### src/rtl/mario_sprite_pkg.sv
// Shared types and defaults for the Mario sprite fetch path.
// anim_state_t values double as the sprite ROM frame select.
package mario_sprite_pkg;

    typedef enum logic [2:0] {
        STAND = 3'd0,
        WALK1 = 3'd1,
        WALK2 = 3'd2,
        WALK3 = 3'd3,
        JUMP  = 3'd4
    } anim_state_t;

    localparam int          SPRITE_W_DEF  = 21;
    localparam int          SPRITE_H_DEF  = 21;
    localparam int          ANIM_DIV_DEF  = 6;
    localparam logic [23:0] KEY_COLOR_DEF = 24'h800080;

    // Walk cycle order; non-walk states restart the cycle.
    function automatic anim_state_t next_walk(input anim_state_t s);
        case (s)
            WALK1:   return WALK2;
            WALK2:   return WALK3;
            default: return WALK1;
        endcase
    endfunction

endpackage

### src/rtl/mario_anim_fsm.sv
// Walk/jump animation state, advanced only on rising edges of the vsync-rate frame_clk.
// state_o is both the live frame select and the debug view of the FSM.
module mario_anim_fsm
    import mario_sprite_pkg::*;
#(
    parameter int ANIM_DIV = ANIM_DIV_DEF
) (
    input  logic        clk_i,
    input  logic        rst_ni,
    input  logic        frame_clk_i,
    input  logic        walking_i,
    input  logic        airborne_i,
    output anim_state_t state_o
);

    localparam int            CW      = (ANIM_DIV > 1) ? $clog2(ANIM_DIV) : 1;
    localparam logic [CW-1:0] CNT_MAX = CW'(ANIM_DIV - 1);

    anim_state_t   state_q, state_d;
    logic [CW-1:0] cnt_q, cnt_d;
    logic          fc_q;
    logic          tick;

    // Edge register resets high so a frame_clk already high at release is not a tick.
    always_ff @(posedge clk_i) begin
        if (!rst_ni) begin
            state_q <= STAND;
            cnt_q   <= '0;
            fc_q    <= 1'b1;
        end else begin
            state_q <= state_d;
            cnt_q   <= cnt_d;
            fc_q    <= frame_clk_i;
        end
    end

    always_comb begin
        tick    = frame_clk_i & ~fc_q;
        state_d = state_q;
        cnt_d   = cnt_q;
        if (tick) begin
            if (airborne_i) begin
                state_d = JUMP;
                cnt_d   = '0;
            end else if (!walking_i) begin
                state_d = STAND;
                cnt_d   = '0;
            end else if (state_q == STAND || state_q == JUMP) begin
                state_d = WALK1;
                cnt_d   = '0;
            end else if (cnt_q == CNT_MAX) begin
                state_d = next_walk(state_q);
                cnt_d   = '0;
            end else begin
                cnt_d = cnt_q + 1'b1;
            end
        end
    end

    assign state_o = state_q;

endmodule

### src/rtl/mario_sprite_fetch.sv
// Two-stage sprite fetch: stage 1 forms the ROM address/frame from scan position,
// stage 2 applies the colour key to the combinational ROM data.
module mario_sprite_fetch
    import mario_sprite_pkg::*;
#(
    parameter int          SPRITE_W  = SPRITE_W_DEF,
    parameter int          SPRITE_H  = SPRITE_H_DEF,
    parameter int          ANIM_DIV  = ANIM_DIV_DEF,
    parameter logic [23:0] KEY_COLOR = KEY_COLOR_DEF
) (
    input  logic        Clk,
    input  logic        Reset_n,
    input  logic        frame_clk,
    input  logic [9:0]  DrawX,
    input  logic [9:0]  DrawY,
    input  logic [9:0]  mario_x,
    input  logic [9:0]  mario_y,
    input  logic        facing_left,
    input  logic        walking,
    input  logic        airborne,
    output logic [8:0]  rom_addr,
    output logic [2:0]  rom_frame,
    input  logic [23:0] rom_color,
    output logic        sprite_on,
    output logic [23:0] sprite_color
);

    anim_state_t anim_state;

    mario_anim_fsm #(.ANIM_DIV(ANIM_DIV)) u_anim (
        .clk_i       (Clk),
        .rst_ni      (Reset_n),
        .frame_clk_i (frame_clk),
        .walking_i   (walking),
        .airborne_i  (airborne),
        .state_o     (anim_state)
    );

    logic signed [10:0] dx, dy;
    logic               in_box_d, in_box_q;
    logic [8:0]         col;
    logic [8:0]         rom_addr_d, rom_addr_q;
    logic [2:0]         rom_frame_q;
    logic               sprite_on_d, sprite_on_q;
    logic [23:0]        sprite_color_d, sprite_color_q;

    // Offsets are signed so sprites hanging off either screen edge never wrap into the box.
    always_comb begin
        dx         = $signed({1'b0, DrawX}) - $signed({1'b0, mario_x});
        dy         = $signed({1'b0, DrawY}) - $signed({1'b0, mario_y});
        in_box_d   = !dx[10] && (dx[9:0] < 10'(SPRITE_W)) &&
                     !dy[10] && (dy[9:0] < 10'(SPRITE_H));
        col        = facing_left ? (9'(SPRITE_W - 1) - dx[8:0]) : dx[8:0];
        rom_addr_d = in_box_d ? (9'(dy[8:0] * 9'(SPRITE_W)) + col) : '0;
    end

    always_comb begin
        sprite_on_d    = in_box_q && (rom_color != KEY_COLOR);
        sprite_color_d = sprite_on_d ? rom_color : '0;
    end

    always_ff @(posedge Clk) begin
        if (!Reset_n) begin
            rom_addr_q     <= '0;
            rom_frame_q    <= '0;
            in_box_q       <= 1'b0;
            sprite_on_q    <= 1'b0;
            sprite_color_q <= '0;
        end else begin
            rom_addr_q     <= rom_addr_d;
            rom_frame_q    <= 3'(anim_state);
            in_box_q       <= in_box_d;
            sprite_on_q    <= sprite_on_d;
            sprite_color_q <= sprite_color_d;
        end
    end

    assign rom_addr     = rom_addr_q;
    assign rom_frame    = rom_frame_q;
    assign sprite_on    = sprite_on_q;
    assign sprite_color = sprite_color_q;

endmodule

### config.mk
export PLATFORM = sky130hd
export DESIGN_NAME = mario_sprite_fetch
export DESIGN_NICKNAME = d
export VERILOG_FILES = /design/src/rtl/mario_sprite_pkg.sv /design/src/rtl/mario_anim_fsm.sv /design/src/rtl/mario_sprite_fetch.sv
export SDC_FILE = /design/constraint.sdc
export NUM_CORES = 1
export LEC_CHECK = 0
export CAP_MARGIN = 40
export CORE_MARGIN = 2
export CORE_UTILIZATION = 40
export DETAILED_ROUTE_END_ITERATION = 16
export PLACE_DENSITY = 0.7
export SYNTH_ARGS = -nofsm -noshare
export SYNTH_HDL_FRONTEND = slang
export SYNTH_HIERARCHICAL = 1
export SYNTH_SLANG_ARGS = --single-unit
### constraint.sdc
create_clock -name Clk -period 12 [get_ports Clk]
set_input_delay 2.4 -clock Clk [delete_from_list [all_inputs] [get_ports Clk]]
set_output_delay 2.4 -clock Clk [all_outputs]
set_load 0.02 [all_outputs]
==> results of run 1 <==
==> layout by cell type (no fill, tap or decap), types with 10 or more instances in the layout <==
cell,n
ha_1,44
and2_1,28
inv_1,59
a21oi_1,15
nor2_1,10
nand2_1,13
clkdlybuf4s50_1,106
fa_1,11
dfxtp_1,45
xnor2_1,17
==> how the worst max path moves through the flow <==
stage | start | end | slack [ns] | depth (start not counted)
floorplan | DrawX[0] | rom_addr[8]$_SDFF_PN0_ | 4.92 | 21
global placement | DrawX[0] | rom_addr[8]$_SDFF_PN0_ | 4.24 | 22
detailed placement | mario_x[1] | rom_addr[8]$_SDFF_PN0_ | 4.16 | 19
CTS | mario_x[1] | rom_addr[8]$_SDFF_PN0_ | 4.45 | 19
global route | mario_x[1] | rom_addr[8]$_SDFF_PN0_ | 4.04 | 19
finish | mario_x[1] | rom_addr[8]$_SDFF_PN0_ | 4.45 | 19
==> synth_stat cells, types with 3 or more instances <==
| cell type | number |
|---|---|
| a21boi_0 | 3 |
| a21o_1 | 6 |
| a21oi_1 | 15 |
| a21oi_2 | 4 |
| and2_1 | 28 |
| and3_1 | 9 |
| buf_2 | 3 |
| clkbuf_1 | 3 |
| dfxtp_1 | 45 |
| fa_1 | 11 |
| ha_1 | 44 |
| inv_1 | 59 |
| nand2_1 | 13 |
| nand2b_1 | 6 |
| nand3_1 | 4 |
| nor2_1 | 10 |
| nor2b_1 | 6 |
| nor3b_1 | 3 |
| nor4_1 | 4 |
| nor4b_1 | 3 |
| o211ai_1 | 3 |
| o21a_1 | 5 |
| o21ai_0 | 7 |
| o21bai_1 | 5 |
| or3b_2 | 3 |
| xnor2_1 | 17 |
| xor2_1 | 7 |
==> metrics by stage <==
stage               cells  total power, W  instance area, sq um
global route          590       0.0007524                  4727
finish                590       0.0006740                  4727
global placement      582       0.0005692                  4633
detailed placement    582       0.0005872                  4633
CTS                   590       0.0006847                  4727
floorplan             377       0.0004989                  3467
==> report_power, final <==
group | internal (W) | total (W) | leakage [nW] | switching [W]
Clock | 0.0000420 | 0.0000953 | 0.0447 | 0.0000532
Combinational | 0.000222 | 0.000428 | 1.72 | 0.000206
Sequential | 0.000150 | 0.000150 | 0.363 | 0.000000549
==> state kept, by name (all words and copies together) (netlist names) <==
signal	count
sprite_on	1
u_anim/cnt_q	3
rom_addr	9
u_anim/state_o	3
rom_frame	3
sprite_color	24
u_anim/fc_q	1
in_box_q	1
==> worst register-to-register path, stage by stage (launching register included) <==
cell and delay [ns]:
dfxtp_1 0.40, nand3b_4 0.11, or3b_1 0.45, a211o_1 0.34
a21oi_2 0.12
==> kinds of logic after synthesis <==
kind of cell               Yosys count  synth area share [%]
AOI/OAI and AO/OA                   75                 16.49
xor gates and xnor gates            26                 7.182
adders and majority gates           55                 22.23
buffers and inverters               66                 7.362
DFF                                 45                 25.98
muxes                                2                0.5774
and+or+nand+nor                    108                 20.17
==> per-layer routing <==
layer,wire [um],part of all wire (%)
met1,3518,47
met2,3489,46
met3,471,6.2
met4,59,0.78
met5,0,0
==> final cells by class <==
class / count / area [sq um]
clock buffers: 5 / 68.82
clock inverters: 3 / 25.02
fillers: 756 / 3572
inverters: 59 / 221.5
multi-input cells: 266 / 2311
flip-flops and latches: 45 / 900.9
well taps: 105 / 131.4
repair buffers: 107 / 1069
==> metrics.md, run 1 <==
| Metric | Value |
|---|---|
| Max Clk Rate | 0.1325 GHz |
| Async SR Flop Fraction | 0% |
| Clk buf depth | 2 |
| Grt met1 use | 20.57% |
| Arr. time, crit path | 7.75 ns |
| Slew HR | 45.80% |
| Critical path type | in2reg |
| Library cells used by synthesis | 66 |
| Critical Path RT | 12.20 ns |
| Pins Over Slew Limit | 0 |
| Post-synth EDFFs | 0 |
| Synth top area cells | dfxtp_1 26%, ha_1 16%, inv_1 6.4%, fa_1 6.4%, and2_1 5.1% |
| Top-area cell type share of the netlist area | 25.98% |
| Worst hold start | u_anim/cnt_q[2]$_SDFFE_PN0P_ |
| Final worst-path cycle share | 62.91% |
| Flop2flop setup slack | 10.52 ns |
| Pleak | ~2.1 nW |
| DP HPWL | 6492 um |
| Synth warnings | 6 |
| Number of synthesized register bits | between 40 and 50 |
| DP Worst Slack | around 4.2 ns |
| TritonCTS Sinks | 45 |
| FF-to-FF path depth | 4 |
| Post-CTS Resized | 0 |
| IO buf count | 106 |
| Worst path slowest cell | xnor2_1 |
| TritonCTS clock tree | built |
| Cell Chain, Critical Path | clkdlybuf4s50_1, inv_1, ha_1, nor2b_1, o311a_1, o31ai_2, a21oi_1, xnor2_1, xnor2_1, ha_1, fa_1, inv_1, fa_1, inv_1, ha_1, a21oi_1, xnor3_1, xor2_1, and3_1 |
| Hold WS | around 0.48 ns |
| Crit path max fanout | 11 |
| Reg2reg start | u_anim/cnt_q[0]$_SDFFE_PN0P_ |
| Mapped Area | 0.003467 sq mm |
| Tightest Hold Check Type | reg2reg |
| Synth area leader | dfxtp_1 |
| PwrDens | 142.6 mW/mm^2 |
| Initial DRT Pass Iterations | 4 |
| Num CTS Buffers | 5 |
| Worst slew pin tran | 0.8072 ns |
| I/O pin count | ~110 |
| Root buffer cell | clkbuf_8 |
| Slowest Stage Delay on Critical Path | 0.67 ns |
| Grt ovf | 0 |
| CP Launch Type | primary input |
| Final Util | 56.96% |
| Clock-pin transition on the worst setup and hold timing paths | approximately 0.09 ns |
| Via/cell ratio | 4.939 |
| Area Growth Syn to Fin | 36.34% |
| NumNets Final | 609 |
| H-tree depth | 2 |
| Post-route ant nets | 0 |
| FP Rows | 33 |
| Setup Fix Bufs, Post-CTS | 0 |
| Syn avg cell area | 9.196 sq um |
| Total of max-cap violations | 0 |
| Post-route minimum period | approximately 7.5 ns |
| Full die area | 0.009428 sq mm |
| Register area share after synthesis | roughly 26% |
| Final Hold Fails | 0 |
| GRT Max-Usage Layer | met2 |
| Final setup fails | 0 |
| Vias in the first global route | 2840 |
| Post-synthesis cell count | 377 |
| Unrepaired setup endpoints after global routing | no |
| DRT iter0 DRCs | 58 |
| First-pass GRT wire length | 12660 um |
| Min-Delay Endpoint | u_anim/cnt_q[2]$_SDFFE_PN0P_ |
| Core footprint | 0.008299 sq mm |
| Worst path bufs/invs | 4 |
| DR DRC count | 0 |
| Insertion delay to the later sink of the worst-skew pair | 0.29 ns |
| Worst Setup Slack, final | 4.451 ns |
| Initial core utilization | a little over two fifths |
| Worst hold stages | 2 |
| CTS Hold Buffers Added | 0 |
| Antenna violations before repair | 0 |
| Die Ht | about 100 um |
| Final Wtd Congestion | around 0.84 |
| CP endpoint kind | flop |
| Max VDD drop | 0.0001165 V |
| Largest net degree at the start of global routing | 26 |
| GRT met2 Usage | between 20% and 30% |
| Run status | completed |
| DR vias | between 2000 and 3000 |
| Main flop type after synthesis | dfxtp_1 |
| Die Wd | 97.10 um |
| CP top delay family | adder cells |
| R2r endpoint | u_anim/state_o[0]$_SDFFE_PN0P_ |
| Gr usage total | 16.07% |
| Number of diodes | 0 |
| Post-Route WL | 7538 um |
| M3 GR Usage | 3.165% |
| Total Neg Setup Slack | 0 ns |
| Net count after synthesis | 502 |
| Drt wl/cell | between 10 and 15 um |
| Clock Skew | 0.005155 ns |
| Share of cells above drive strength 1 | slightly below 7% |
(Power assumes the default switching activity.)
==> inputs of run 2 (changes only) <==
--- a/config.mk
+++ b/config.mk
@@ -9,7 +9,7 @@
 export CORE_MARGIN = 2
 export CORE_UTILIZATION = 40
 export DETAILED_ROUTE_END_ITERATION = 16
-export PLACE_DENSITY = 0.7
+export PLACE_DENSITY = 0.73
 export SYNTH_ARGS = -nofsm -noshare
 export SYNTH_HDL_FRONTEND = slang
 export SYNTH_HIERARCHICAL = 1
==> constraint.sdc (replaced) <==
create_clock -name Clk -period 6.85 [get_ports Clk]
set_input_delay 1.37 -clock Clk [delete_from_list [all_inputs] [get_ports Clk]]
set_output_delay 1.37 -clock Clk [all_outputs]
set_load 0.02 [all_outputs]
==> run 2 against run 1 <==
Largest cell class unchanged; clock power grew 150%; die area is the same; global-route usage grew 0.27 points; worst hold slack better by 0.013 ns; first-iteration DRC count fell by 5.2%; sequential power grew 75%; non-clock buffer count increased by 2; count of clock-buffer cells in the layout unchanged.
==> metrics.md, run 2 (same netlist as run 1, synthesis figures left out) <==
| Metric | Value |
|---|---|
| Critical Path RT | 7.05 ns (-5.15 ns) |
| Commonest non-fill, non-tap cell in the layout | clkdlybuf4s50_1 |
| Min-Delay Endpoint | u_anim/cnt_q[2]$_SDFFE_PN0P_ |
| Placed cell count | 584 (+0.34%) |
| Final Wtd Congestion | 0.8351 (-0.36%) |
| Max VDD drop | 0.0001671 V (+43%) |
| Gr usage total | 16.33% (+0.27 points) |
| Flop2flop setup slack | 5.34 ns (-5.18 ns) |
| IO buf count | 106 (unchanged) |
| FP Rows | 33 (unchanged) |
| Critical path type | in2reg |
| Vias in the first global route | 2818 (-0.77%) |
| Root buffer cell | clkbuf_8 |
| Initial core utilization | 41.78% (unchanged) |
| Drt wl/cell | 13.01 um (+1.8%) |
| Via/cell ratio | 4.944 (+0.11%) |
| First-pass GRT wire length | 12860 um (+1.6%) |
| Most frequent cells in the layout | 106 x clkdlybuf4s50_1, 59 x inv_1, 45 x dfxtp_1 |
| NumNets Final | 611 (+0.33%) |
| Final worst-path cycle share | 93.13% |
| DP Worst Slack | 0.1649 ns (-3.996 ns) |
| Clock Skew | 0.003487 ns (-0.001668 ns) |
| Insertion delay to the later sink of the worst-skew pair | 0.29 ns (about the same) |
| Crit path max fanout | 3 (-8) |
| Final Hold Fails | 0 (unchanged) |
| Area Growth Syn to Fin | 38.04% |
| PwrDens | 263.4 mW/mm^2 (+85%) |
| Grt ovf | 0 (unchanged) |
| Tightest Hold Check Type | reg2reg |
| Unrepaired setup endpoints after global routing | no |
| Max reg flops | 24 (unchanged) |
| DR vias | 2927 (+0.45%) |
| Post-route ant nets | 0 (unchanged) |
| Run status | completed |
| I/O pin count | 107 (unchanged) |
| TritonCTS Sinks | 45 (unchanged) |
| Worst hold start | u_anim/cnt_q[2]$_SDFFE_PN0P_ |
| Worst hold stages | 2 (unchanged) |
| CP Launch Type | primary input |
| Pins Over Slew Limit | 0 (unchanged) |
| Num CTS Buffers | 5 (unchanged) |
| Clk buf depth | 2 (unchanged) |
| Finished Cell Area | 0.004786 sq mm (+1.2%) |
| Post-CTS Resized | 0 (unchanged) |
| Total Neg Setup Slack | 0 ns (unchanged) |
| Post-route minimum period | around 6.4 ns |
| Final non-filler cell total | 592 (+0.34%) |
| FF-to-FF path depth | 4 (unchanged) |
| DRT iter0 DRCs | 55 (-5.2%) |
| Slew HR | 50.38% (+4.6 points) |
| R2r endpoint | u_anim/state_o[0]$_SDFFE_PN0P_ |
| Reg2reg start | u_anim/cnt_q[0]$_SDFFE_PN0P_ |
| Full die area | 0.009428 sq mm (unchanged) |
| TritonCTS clock tree | built |
| H-tree depth | 2 (unchanged) |
| Core footprint | 0.008299 sq mm (unchanged) |
| Initial DRT Pass Iterations | 4 (unchanged) |
| Final setup fails | 0 (unchanged) |
| Clock-pin transition on the worst setup and hold timing paths | 0.09 ns (about the same) |
| Share of cells above drive strength 1 | 7.187% (+0.38 points) |
| CP endpoint kind | flop |
| Worst Setup Slack, final | 0.4703 ns (-3.980 ns) |
| Max Clk Rate | 0.1567 GHz |
| Arr. time, crit path | 6.58 ns (-1.17 ns) |
| Total of max-cap violations | 0 (unchanged) |
| DP HPWL | 6513 um (+0.32%) |
| Post-Route WL | 7701 um (+2.2%) |
| Setup Fix Bufs, Post-CTS | 0 (unchanged) |
| Pleak | 2.165 nW (+1.6%) |
| Die Wd | 97.10 um (unchanged) |
| CTS Hold Buffers Added | 0 (unchanged) |
| Final Util | 57.67% (+0.71 points) |
| Worst slew pin tran | 0.7408 ns (-0.06633 ns) |
| Critical Path Source | DrawX[0] |
| Largest net degree at the start of global routing | 16 (-38%) |
| Antenna violations before repair | 0 (unchanged) |
| DP Area | 0.004648 sq mm (+0.32%) |
| Die Ht | 97.10 um (unchanged) |
| DR DRC count | 0 (unchanged) |
| Number of diodes | 0 (unchanged) |
-- run 2: changes by cell type in the layout (fill, tap and decap cells not counted), sizes merged --
cell      previous run  this run
buf                  1         3
bufinv               0         2
clkinv               1         0
clkinvlp             1         0
-- run 2: worst max-delay path by stage --
stage,end,depth (start not counted)
finish,rom_addr[8]$_SDFF_PN0_,22
detailed placement,rom_addr[8]$_SDFF_PN0_,22
global placement,rom_addr[8]$_SDFF_PN0_,22
global route,rom_addr[8]$_SDFF_PN0_,22
CTS,rom_addr[8]$_SDFF_PN0_,22
floorplan,rom_addr[8]$_SDFF_PN0_,21
-- run 2: report_power, final --
group / internal (W) / switching (W)
clock network: 0.000147 / 0.0000908
registers: 0.000263 / 0.000000969
logic: 0.000393 / 0.000366
total: 0.000802 / 0.000458
-- run 2: layer usage --
| metal | track usage, % | up-vias | share of wire [%] |
|---|---|---|---|
| met5 | 0 | - | 0 |
| met4 | 4.225 | 0 | 1.1 |
| met3 | 2.806 | 9 | 5.7 |
| met2 | 28.63 | 98 | 47 |
| met1 | 20.77 | 1317 | 46 |
| li1 | - | 1503 | - |
-- run 2: worst max-delay path: stages --
cell             delay (ns)
clkdlybuf4s50_1        0.47
inv_1                  0.05
ha_1                   0.23
fa_1                   0.44
and2b_1                0.26
o22ai_1                0.10
xnor2_1                0.19
or2b_2                 0.35
a21boi_0               0.22
xor2_1                 0.17
ha_1                   0.26
fa_1                   0.49
inv_1                  0.06
fa_1                   0.52
inv_1                  0.04
ha_1                   0.31
inv_1                  0.08
o21bai_1               0.07
a21oi_1                0.16
xnor3_1                0.41
xor2_1                 0.15
and3_1                 0.18
-- run 2: final cells by class --
type / instances / area, sq um
flip-flops and latches: 45 / 900.9
well taps: 105 / 131.4
clock inverters: 3 / 68.82
fillers: 733 / 3513
clock buffers: 5 / 68.82
inverters: 59 / 221.5
multi-input cells: 266 / 2311
repair buffers: 109 / 1084
-- run 2: through the flow --
stage | total power (W) | hold slack (ns)
after floorplan | 0.0008740 | 0.4475
after global placement | 0.001007 | 0.4553
after detailed placement | 0.001031 | 0.4856
after CTS | 0.001272 | 0.4974
after global routing | 0.001396 | 0.5240
final | 0.001260 | 0.4933
==> inputs of run 3 (changes only) <==
--- a/config.mk
+++ b/config.mk
@@ -9,8 +9,7 @@
 export CORE_MARGIN = 2
 export CORE_UTILIZATION = 40
 export DETAILED_ROUTE_END_ITERATION = 16
-export PLACE_DENSITY = 0.73
+export PLACE_DENSITY = 0.74
 export SYNTH_ARGS = -nofsm -noshare
 export SYNTH_HDL_FRONTEND = slang
-export SYNTH_HIERARCHICAL = 1
 export SYNTH_SLANG_ARGS = --single-unit
==> run 3 against run 2 <==
Worst hold slack better by 0.021 ns; sequential share of layout area up 0.87 points; largest cell class unchanged; combinational power is 4.2% lower; critical path type unchanged; synthesized cell count is 5.8% lower; count of clock-buffer cells in the layout unchanged.
==> metrics.md, run 3 <==
| Metric | Value |
|---|---|
| Cell Chain, Critical Path | clkdlybuf4s50_1, ha_1, inv_1, fa_1, a21o_1, a21oi_1, xnor2_1, o211ai_1, xor2_1, ha_1, inv_1, fa_1, fa_1, inv_1, ha_1, a21oi_1, o21bai_1, a21oi_1, xnor2_1, xnor2_1, nor3_2 |
| Clock-pin transition on the worst setup and hold timing paths | 0.08 ns (about the same) |
| DP Worst Slack | 0.6755 ns (+0.5106 ns) |
| Reg2reg start | u_anim.state_o[0]$_SDFFE_PN0P_ |
| Finished Cell Area | 0.004574 sq mm (-4.4%) |
| Mapped Area | 0.003299 sq mm (-4.8%) |
| Final setup fails | 0 (unchanged) |
| DR vias | 2739 (-6.4%) |
| Grt ovf | 0 (unchanged) |
| CP Launch Type | primary input |
| Commonest non-fill, non-tap cell in the layout | clkdlybuf4s50_1 |
| PwrDens | 250.8 mW/mm^2 (-4.8%) |
| Critical path type | in2reg |
| Die Ht | 94.82 um (-2.3%) |
| Tightest Hold Check Type | reg2reg |
| Most frequent cells in the layout | 106 x clkdlybuf4s50_1, 49 x inv_1, 45 x dfxtp_1 |
| Net count after synthesis | 480 (-4.4%) |
| Area of the multi-input gates | 0.002192 sq mm (-5.1%) |
| Drt wl/cell | 11.57 um (-11%) |
| Worst Setup Slack, final | 1.009 ns (+0.5383 ns) |
| Total Neg Setup Slack | 0 ns (unchanged) |
| I/O pin count | 107 (unchanged) |
| Slowest Stage Delay on Critical Path | 0.55 ns (+0.03 ns) |
| Max Clk Rate | 0.1712 GHz (+9.2%) |
| Post-synthesis cell count | 355 (-5.8%) |
| Async SR Flop Fraction | 0% (unchanged) |
| IO buf count | 106 (unchanged) |
| Crit path max fanout | 4 (+1) |
| Final Wtd Congestion | 0.7790 (-6.7%) |
| Clock Skew | 0.004055 ns (+0.0005679 ns) |
| Root buffer cell | clkbuf_8 |
| R2r endpoint | u_anim.state_o[0]$_SDFFE_PN0P_ |
| Top-area cell type share of the netlist area | 27.30% (+1.3 points) |
| Final worst-path cycle share | 85.28% (-7.9 points) |
| Core footprint | 0.008093 sq mm (-2.5%) |
| Count leader, synth | inv_1 |
| First-pass GRT wire length | 10650 um (-17%) |
| Register area share after synthesis | 27.30% (+1.3 points) |
| Die Wd | 94.82 um (-2.3%) |
| Unrepaired setup endpoints after global routing | no |
| Final Hold Fails | 0 (unchanged) |
| Total of max-cap violations | 0 (unchanged) |
| TritonCTS clock tree | built |
| Pleak | 1.968 nW (-9.1%) |
| H-tree depth | 2 (unchanged) |
| Clk buf depth | 2 (unchanged) |
| Slew HR | 51.23% (+0.85 points) |
| DRT iter0 DRCs | 54 (-1.8%) |
| FILL cells | 748 (+2.0%) |
| DR DRC count | 0 (unchanged) |
| Flop2flop setup slack | 5.48 ns (+0.14 ns) |
| Seq. cell area | 900.9 sq um (unchanged) |
| Largest net degree at the start of global routing | 19 (+3) |
| FP Rows | 33 (unchanged) |
| CP top delay family | adder cells |
| Initial DRT Pass Iterations | 4 (unchanged) |
| Worst path bufs/invs | 4 (-1) |
| Hold WS | 0.5139 ns (+0.02061 ns) |
| Share of cells above drive strength 1 | 7.709% (+0.52 points) |
| Pins Over Slew Limit | 0 (unchanged) |
| Number of synthesized register bits | 45 (unchanged) |
| Synth area leader | dfxtp_1 |
| Post-route minimum period | 5.841 ns (-0.5383 ns) |
| Initial core utilization | 40.77% (-1.0 points) |
| Full die area | 0.008991 sq mm (-4.6%) |
| Via/cell ratio | 4.788 (-3.2%) |
| Worst hold stages | 1 (-1) |
| Arr. time, crit path | 6.00 ns (-0.58 ns) |
| Gr usage total | 14.69% (-1.6 points) |
| Max VDD drop | 0.0001345 V (-19%) |
| Syn avg cell area | 9.294 sq um (+1.1%) |
| Post-route ant nets | 0 (unchanged) |
| Post-CTS Resized | 0 (unchanged) |
| Worst slew pin tran | 0.7295 ns (-0.01139 ns) |
| Synth warnings | 0 (-6) |
| Post-synth EDFFs | 0 (unchanged) |
| NumNets Final | 591 (-3.3%) |
| Worst hold start | u_anim.state_o[2]$_SDFFE_PN0P_ |
| Commonest cells post-synth | 49 x inv_1, 45 x dfxtp_1, 44 x ha_1 |
| Min-Delay Endpoint | rom_frame[2]$_SDFF_PN0_ |
| FF-to-FF path depth | 6 (+2) |
| CTS Hold Buffers Added | 0 (unchanged) |
| Synth top area cells | dfxtp_1 27%, ha_1 17%, fa_1 6.7%, inv_1 5.6%, and2_1 5.3% |
| Run status | completed |
| TritonCTS Sinks | 45 (unchanged) |
| Max reg flops | 24 (unchanged) |
| Num CTS Buffers | 5 (unchanged) |
| Insertion delay to the later sink of the worst-skew pair | 0.29 ns (about the same) |
| CP endpoint kind | flop |
| Critical Path RT | 7.01 ns (-0.04 ns) |
| Number of diodes | 0 (unchanged) |
| Library cells used by synthesis | 55 (-17%) |
| Main flop type after synthesis | dfxtp_1 |
| DP Area | 0.004484 sq mm (-3.5%) |
| Setup Fix Bufs, Post-CTS | 0 (unchanged) |
| DP HPWL | 5758 um (-12%) |
| Antenna violations before repair | 0 (unchanged) |
| Worst path slowest cell | fa_1 |
| Vias in the first global route | 2569 (-8.8%) |
| Post-Route WL | 6618 um (-14%) |
| Area Growth Syn to Fin | 38.64% |
run 3: cell count changes in the layout (fill, tap and decap cells not counted), moves of 4 or more:
cell and change:
and3_1 -6, o21ai_0 +7, nor3_2 +9, o21bai_1 -4
inv_1 -10
run 3: through the flow:
| step | power (W) | cells | utilization (%) |
|---|---|---|---|
| after floorplan | 0.0008481 | 355 | - |
| after global placement | 0.0009699 | 564 | 55.41 |
| after detailed placement | 0.001001 | 564 | 55.41 |
| after CTS | 0.001164 | 572 | 56.52 |
| after global routing | 0.001265 | 572 | 56.52 |
| final | 0.001147 | 572 | 56.52 |
run 3: worst max path at each step:
stage / from / to / slack [ns] / cells after the start
2_1_floorplan: DrawX[0] / rom_addr[8]$_SDFF_PN0_ / 1.34 / 21
3_3_place_gp: mario_x[0] / rom_addr[8]$_SDFF_PN0_ / 0.77 / 21
6_report: mario_x[0] / rom_addr[8]$_SDFF_PN0_ / 1.01 / 21
4_1_cts: mario_x[0] / rom_addr[8]$_SDFF_PN0_ / 0.99 / 21
5_1_grt: mario_x[0] / rom_addr[8]$_SDFF_PN0_ / 0.70 / 21
3_5_place_dp: mario_x[0] / rom_addr[8]$_SDFF_PN0_ / 0.68 / 21
run 3: area by class of cell:
class / instances / area share (%)
Tap cell: 105 / 2.872
Timing Repair Buffer: 108 / 23.52
Clock inverter: 3 / 0.4650
Clock buffer: 5 / 1.504
Multi-Input combinational cell: 257 / 47.92
Inverter: 49 / 4.021
Sequential cell: 45 / 19.69
run 3: metal layers:
metal | wire length [um] | track usage [%] | share of wire (%) | up-vias
li1 | - | - | - | 1421
met1 | 2780 | 15.63 | 42 | 1225
met2 | 3303 | 29.20 | 50 | 89
met3 | 472 | 2.235 | 7.1 | 4
met4 | 62 | 4.589 | 0.94 | 0
met5 | 0 | 0 | 0 | -
run 3: kinds of logic after synthesis:
group / after synthesis / share of synthesized area (%)
simple gates: 106 / 20.21
flops: 45 / 27.30
buf+inv: 53 / 6.257
mux: 2 / 0.6068
xor+xnor: 27 / 7.395
compound gates: 67 / 14.87
fa+ha+maj: 55 / 23.36
run 3: power breakdown:
group | total [W] | internal [W] | switching (W) | leakage (nW)
combinational | 0.000727 | 0.000349 | 0.000378 | 1.56
sequential | 0.000263 | 0.000262 | 0.000000533 | 0.363
clock | 0.000158 | 0.0000723 | 0.0000854 | 0.0445
